### config.mk
export PLATFORM = sky130hd
export DESIGN_NAME = cdc_toggle_channel_arbiter
export DESIGN_NICKNAME = d
export VERILOG_FILES = /design/src/rtl/cdc_arb_pkg.sv /design/src/rtl/sync2_toggle_to_pulse.sv /design/src/rtl/cdc_toggle_channel_arbiter.sv
export SDC_FILE = /design/constraint.sdc
export NUM_CORES = 1
export LEC_CHECK = 0
export ABC_AREA = 1
export CORE_ASPECT_RATIO = 0.5
export CORE_MARGIN = 2
export CORE_UTILIZATION = 37
export CTS_CLUSTER_DIAMETER = 30
export DETAILED_ROUTE_END_ITERATION = 10
export PLACE_DENSITY = 0.72
export SKIP_LAST_GASP = 1
export SLEW_MARGIN = 20
export SYNTH_ARGS = -nofsm -noshare
export SYNTH_HDL_FRONTEND = slang
export SYNTH_SLANG_ARGS = --single-unit
### constraint.sdc
create_clock -name clk -period 4.58 [get_ports clk]
set_input_delay 0.458 -clock clk [delete_from_list [all_inputs] [get_ports clk]]
set_output_delay 0.458 -clock clk [all_outputs]
set_load 0.02 [all_outputs]
### src/rtl/cdc_arb_pkg.sv
// cdc_arb_pkg: shared state enum, index-width helper and watchdog default for the CDC arbiter.
package cdc_arb_pkg;
  typedef enum logic {IDLE, WAIT_ACK} state_t;
  localparam int TIMEOUT_DEFAULT = 255;
  function automatic int idx_w(input int n);
    return (n < 2) ? 1 : $clog2(n);
  endfunction
endpackage

### src/rtl/sync2_toggle_to_pulse.sv
// sync2_toggle_to_pulse: two-flop synchroniser on a toggle, plus an edge stage emitting a one-cycle pulse.
module sync2_toggle_to_pulse (
  input  logic clk,
  input  logic rst,
  input  logic d,
  output logic pulse
);
  logic [2:0] s;
  always_ff @(posedge clk or negedge rst)
    if (!rst) s <= '0;
    else s <= {s[1:0], d};
  assign pulse = s[2] ^ s[1];
endmodule

### src/rtl/cdc_toggle_channel_arbiter.sv
// cdc_toggle_channel_arbiter: round-robin share of one toggle-handshake CDC channel; watchdog under CDC_ARB_TIMEOUT_EN.
module cdc_toggle_channel_arbiter
  import cdc_arb_pkg::*;
#(
  parameter int N_REQ          = 4,
  parameter int DATA_W         = 8,
  parameter int TIMEOUT_CYCLES = TIMEOUT_DEFAULT
) (
  input  logic                      clk,
  input  logic                      rst,
  input  logic [N_REQ-1:0]          req_valid,
  input  logic [N_REQ*DATA_W-1:0]   req_data,
  output logic [N_REQ-1:0]          req_ready,
  output logic                      xfer_toggle,
  output logic [DATA_W-1:0]         xfer_data,
  output logic [idx_w(N_REQ)-1:0]   xfer_src,
  input  logic                      ack_toggle,
  output logic                      busy,
  output logic                      done,
  output logic                      proto_err,
  output logic                      timeout_err
);
  localparam int IW = idx_w(N_REQ);
  localparam logic [N_REQ-1:0] ONE = 1;
  function automatic logic [IW-1:0] rr_pick(input logic [N_REQ-1:0] v, input logic [IW-1:0] l);
    int j;
    rr_pick = l;
    for (int k = N_REQ; k >= 1; k--) begin
      j = (int'(l) + k) % N_REQ;
      if (v[j]) rr_pick = IW'(j);
    end
  endfunction
  state_t state, state_nx;
  logic [IW-1:0] last, g;
  logic launch, ack;
  sync2_toggle_to_pulse u_sync (.clk(clk), .rst(rst), .d(ack_toggle), .pulse(ack));
  assign g = rr_pick(req_valid, last);
  assign launch = (state == IDLE) && |req_valid;
  assign busy = (state == WAIT_ACK);
  assign done = busy && ack;
  assign req_ready = launch ? ONE << g : '0;
  always_comb begin
    state_nx = state;
    state_nx = (state == IDLE) ? (launch ? WAIT_ACK : IDLE) : (ack ? IDLE : WAIT_ACK);
  end
  always_ff @(posedge clk or negedge rst)
    if (!rst) state <= IDLE;
    else state <= state_nx;
  always_ff @(posedge clk or negedge rst)
    if (!rst) begin
      xfer_toggle <= 1'b0;
      xfer_data   <= '0;
      xfer_src    <= '0;
      last        <= IW'(N_REQ - 1);
      proto_err   <= 1'b0;
    end else begin
      if (launch) begin
        xfer_toggle <= ~xfer_toggle;
        xfer_data   <= req_data[g*DATA_W +: DATA_W];
        xfer_src    <= g;
        last        <= g;
      end
      if (!busy && ack) proto_err <= 1'b1;
    end
`ifdef CDC_ARB_TIMEOUT_EN
  // cnt holds the number of the current WAIT_ACK cycle, so the flag is up in cycle TIMEOUT_CYCLES
  logic [15:0] cnt;
  logic terr;
  always_ff @(posedge clk or negedge rst)
    if (!rst) begin
      cnt  <= '0;
      terr <= 1'b0;
    end else begin
      if (launch) cnt <= 16'd1;
      else if (busy && cnt != '1) cnt <= cnt + 16'd1;
      if (busy && int'(cnt) >= TIMEOUT_CYCLES - 1) terr <= 1'b1;
    end
  assign timeout_err = terr;
`else
  assign timeout_err = 1'b0;
`endif
endmodule

==> results.cfg, run 1 <==
[timing]
fmax_ghz = 0.3023
tightestPinTransition_ps = 910.9
grt_setup_unrepaired = no
slew_viol_final = 0
setup-tns-final_ps = 0
hold_viol = 0
fin_crit_sh_pct = 72.22
relSlewSlack_pct = 39.05
clock_skew_ps = 0.9077
setup_violations = 0
finalCriticalPeriod_ps = 3308

[routing]
wl_per_cell_um = 10.10
viasPerCell = 4.498
firstDrtPassIters = 4
totalWireLength_mm = 3.101
antenna_left = 0
drtIter0Drc = 66
drc_errors = 0
via_count = 1381

[placed_design]
place_area_um2 = 1861
gp_congestion = 0.7422
dp_hpwl_mm = 2.495
port_buffers = 56

[global_routing]
grt_pass1_vias = 1319
grt_max_degree = 19
grt_pass1_wl_mm = 5.264
antenna_found_initial = 0
globalRouteTotalUtil_pct = 16.49
overflow = 0

[final_layout]
final_layout_size_suffix_gt1_share_pct = 6.641
layout_commonest_cell = nand2_1
fill_cells = 339
areaGrowthSynthToFinish_pct = 48.07
final_net_count = 296
antennaDiodeCount = 0
fin_area_um2 = 1916
most-common-layout-cells = nand2_1 (77), clkdlybuf4s50_1 (56), inv_1 (38)

[die]
pin_count = 58
die-height_um = 45.82
initial_core_util_pct = 38.08
die_w_um = 87.63
die_area_um2 = 4015
fp-row-count = 15
fp.coreArea_um2 = 3397

[cts]
postCtsSetupRepairBufs = 0
postCtsHoldBufs = 0
cts_htree_levels = 1
clock_path_buffers = 2
cts-buffers-inserted = 3
tritoncts = yes
clk_latency_ps = 250
cts-root-buf = clkbuf_8
path_clk_slew_ps = 70
cts-resized-gates = 0
clock-sinks = 18

[critical_path]
crit_chain = inv_4, nand2_1, nand2_1, nand2_2, nand3_1, nand3_1, nand2_1, nand2_1, inv_1, nor2_1, clkdlybuf4s50_1
path_delay_family = buffers and inverters
criticalPathCategory = reg2out
cpPeakStageDelay_ps = 660
crit_fanout = 11
critPathBufInv = 3
cp_common_cell = nand2_1
critPathSlowestCell = dfstp_2
required_ps = 4120
critPathLaunchType = flop
ff2ff_path_depth = 13
cp-end-kind = output pin
worst-endpoint-arrival_ps = 2850
worst-path-stages = 11

[synthesis]
synth_top_cell_area_share_pct = 30.95
synthTopCellsByArea = dfrtp_1 (31%), nand2_1 (22%), nand3_1 (14%), inv_1 (11%), dfstp_2 (4.1%)
synth-seq-cells = 18
syn_area_um2 = 1294
synthCells = 204
yosysWarningCount = 0
yosysTopAreaCell = dfrtp_1
ys_seq_area_share_pct = 35.01
yosysUniqueCellTypes = 23
syn_avg_cell_area_um2 = 6.342
syn-num-nets = 243

[pwr]
p_leak_nw = 1.037
ir_drop_mv = 0.3448
p_per_area_nw_per_um2 = 702.4

[hold_path]
hold_depth = 0
hold_path.class = reg2reg

[job]
cap_violations = 0

[status]
status = finished clean
## per-stage QoR
stage	power, mW	worst slack, ps	hold WS [ps]	cells	utilization [%]
6_report	1.345	1272	352.2	307	56.39
5_1_grt	1.484	978.2	358.5	307	56.39
4_1_cts	1.355	1272	354.4	307	56.39
3_5_place_dp	1.226	1290	339.3	303	54.77
3_3_place_gp	1.213	1394	335.3	303	54.77
2_1_floorplan	0.9977	2347	162.4	204	-
## worst paths after layout
check / startpoint / endpoint / slack [ps]
min: u_sync.s[0] / u_sync.s[1] / 350
min in group asynchronous: rst / proto_err / 670
max in group asynchronous: rst / xfer_data[7] / 3420
max reg2reg: last[0] / xfer_data[2] / 2330
max: last[0] / req_ready[0] / 1270
min reg2reg: u_sync.s[0] / u_sync.s[1] / 350
## cell families after synthesis
group           share of synthesized area [%]
other cells                            0.2899
flops                                   35.01
compound gates                          2.127
simple gates                            44.39
buf+inv                                 16.83
xor+xnor                                1.354
## sequential cells by signal, indices dropped and copies added (netlist names)
register,count
xfer_src,2
busy,1
proto_err,1
xfer_toggle,1
u_sync.s,3
xfer_data,8
last,2
## layout make-up
cell class / count / area [µm²] / share of cell area [%]
multi-input combinational: 136 / 623.1 / 32.53
timing repair buffer: 56 / 560.5 / 29.26
sequential: 18 / 452.9 / 23.64
inverter: 42 / 160.2 / 8.361
tap: 51 / 63.81 / 3.331
clock buffer: 4 / 55.05 / 2.874
## report_power, final
group | switching, mW | internal [mW] | total [mW]
sequential | 0.0465 | 0.227 | 0.274
clock | 0.0525 | 0.0763 | 0.129
combinational | 0.584 | 0.359 | 0.943
total | 0.683 | 0.663 | 1.35
## metal layers
| layer | GRT usage, % | up-vias | share of wire, % |
|---|---|---|---|
| li1 | - | 711 | - |
| met1 | 19.40 | 648 | 45 |
| met2 | 32.58 | 22 | 52 |
| met3 | 3.261 | 0 | 2.9 |
| met4 | 2.154 | 0 | 0 |
| met5 | 0 | - | 0 |
## cells in the mapped netlist
cell type  instances
nand2_1           77
inv_1             38
nand3_1           36
dfrtp_1           16
nor2_1             6
buf_2              4
nand2_2            4
nand2_4            3
buf_4              2
buf_6              2
dfstp_2            2
inv_2              2
o21ai_0            2
a21oi_1            1
clkinv_1           1
conb_1             1
inv_4              1
nand3_4            1
nor4_1             1
o21ai_1            1
o21bai_1           1
xnor2_1            1
xor2_1             1
(Power assumes the default switching activity.)
==> run 2, diff against run 1 <==
- PLACE_DENSITY: 0.72 -> 0.75
- clock period: 4.58 -> 2.7 ns (I/O delays scaled with it)
==> run 2 against run 1 <==
Effect of this change:
- core utilization increased by 1.4 points
- cell area increased by 2.5%
- critical path depth unchanged
- final cell count is 2.0% higher
- global-route usage decreased by 0.17 points
- clock-buffer cell count is the same
==> results.cfg, run 2 (synthesized netlist as in run 1, its figures left out) <==
[die]
die_area_um2 = 4015
pin_count = 58
die_w_um = 87.63
fp.coreArea_um2 = 3397
fp-row-count = 15
die-height_um = 45.82
initial_core_util_pct = 38.08

[timing]
fmax_ghz = 0.4090
tightestPinTransition_ps = 766.8
grt_setup_unrepaired = no
hold_viol = 0
fin_crit_sh_pct = 90.56
hold_ws_ps = 376.6
clock_skew_ps = 6.945
relSlewSlack_pct = 48.72
setup_violations = 0
setup-tns-final_ps = 0
finalCriticalPeriod_ps = 2445
slew_viol_final = 0

[hold_path]
hold_path.class = reg2reg

[pwr]
p_per_area_nw_per_um2 = 1223
clockPowerShare_pct = 9.0
p_int_mw = 1.215
p_leak_nw = 1.109
seqPwrFrac_pct = 19.3
ir_drop_mv = 0.4848
netSwitchingFraction_pct = 49.41
combPwrFrac_pct = 71.6
p_switching_mw = 1.186

[final_layout]
largest_reg_flops = 8
antennaDiodeCount = 0
most-common-layout-cells = nand2_1 (77), clkdlybuf4s50_1 (52), inv_1 (38)
final_net_count = 302
fin_area_um2 = 1963
top_regs = xfer_data: 8 flops, u_sync.s: 3 flops
final_layout_size_suffix_gt1_share_pct = 8.779
top_register = xfer_data
areaGrowthSynthToFinish_pct = 51.74
layout_commonest_cell = nand2_1
post-route-util_pct = 57.79

[routing]
wl_per_cell_um = 10.00
drtIter0Drc = 54
totalWireLength_mm = 3.130
antenna_left = 0
firstDrtPassIters = 4
viasPerCell = 4.543
via_count = 1422
drc_errors = 0

[cts]
postCtsSetupRepairBufs = 0
cts-root-buf = clkbuf_8
tritoncts = yes
clock-sinks = 18
clock_path_buffers = 2
clk_latency_ps = 250
path_clk_slew_ps = 70
cts_htree_levels = 1
cts-buffers-inserted = 3
postCtsHoldBufs = 0

[job]
cap_violations = 0

[global_routing]
antenna_found_initial = 0
grt_pass1_vias = 1266
globalRouteTotalUtil_pct = 16.32
grt_max_degree = 19
overflow = 0
grt_pass1_wl_mm = 5.140

[critical_path]
crit_fanout = 9
critPathLaunchType = flop
criticalPathCategory = reg2out
worst-endpoint-arrival_ps = 2180
required_ps = 2430
cp-end-kind = output pin

[placed_design]
port_buffers = 56
place_area_um2 = 1906
gp_congestion = 0.8266
dp_hpwl_mm = 2.581

[status]
status = finished clean
[run 2: changes by cell type in the layout (fill, tap and decap cells not counted)]
| cell | change |
|---|---|
| dlymetal6s2s_1 | +2 |
| dlygate4sd2_1 | +2 |
| clkdlybuf4s50_1 | -4 |
| buf_4 | +6 |
[run 2: what timing repair did]
action	CTS	global route
pin swaps	0	0
gates resized for setup	2	2
endpoints found under the setup margin	2	2
gates cloned	0	0
[run 2: routing by layer]
layer  share of wire (%)  vias up  global-route usage [%]
met3                 4.6        4                   3.442
li1                    -      724                       -
met5                   0        -                       0
met2                  53       38                   31.82
met4                0.83        0                   4.000
met1                  41      656                   18.69
[run 2: power by group through the flow]
stage	combinational [mW]	clock [mW]	sequential, mW
after CTS	1.73	0.222	0.466
after floorplan	1.15	0	0.544
after global routing	1.92	0.229	0.477
after detailed placement	1.73	0	0.471
final	1.72	0.217	0.465
after global placement	1.70	0	0.469
[run 2: metrics by stage]
step / power [mW] / setup WS (ps) / instances
global placement: 2.165 / 263.8 / 309
CTS: 2.422 / 6.476 / 313
detailed placement: 2.205 / 203.7 / 309
finish: 2.401 / 254.8 / 313
floorplan: 1.692 / 655.0 / 204
global route: 2.626 / 110.0 / 313
[run 2: cell type report]
class                   count  area, µm²
clock buffers               4      55.05
fillers                   325       1434
inverters                  42      160.2
multi-input cells         136      623.1
flip-flops and latches     18      452.9
well taps                  51      63.81
repair buffers             62      608.1
[run 2: final timing paths]
path,from,end,slack [ps],cells past startpoint
max in group asynchronous,rst,xfer_data[3],1750,1
worst min-delay path,u_sync.s[0],u_sync.s[1],380,0
worst max-delay path,last[0],req_ready[3],250,11
worst max register to register,last[0],xfer_data[7],710,14
min in group asynchronous,rst,xfer_toggle,460,1
worst min register to register,u_sync.s[0],u_sync.s[1],380,0
[run 2: worst max-delay path: stages (launching register included)]
cell	delay, ps
dfstp_2	660
inv_4	90
nand2_1	60
nand2_1	80
nand2_1	110
nand2_1	70
inv_2	80
nand2_2	70
nand2_4	70
nand3_1	130
nor2_1	130
dlygate4sd2_1	350
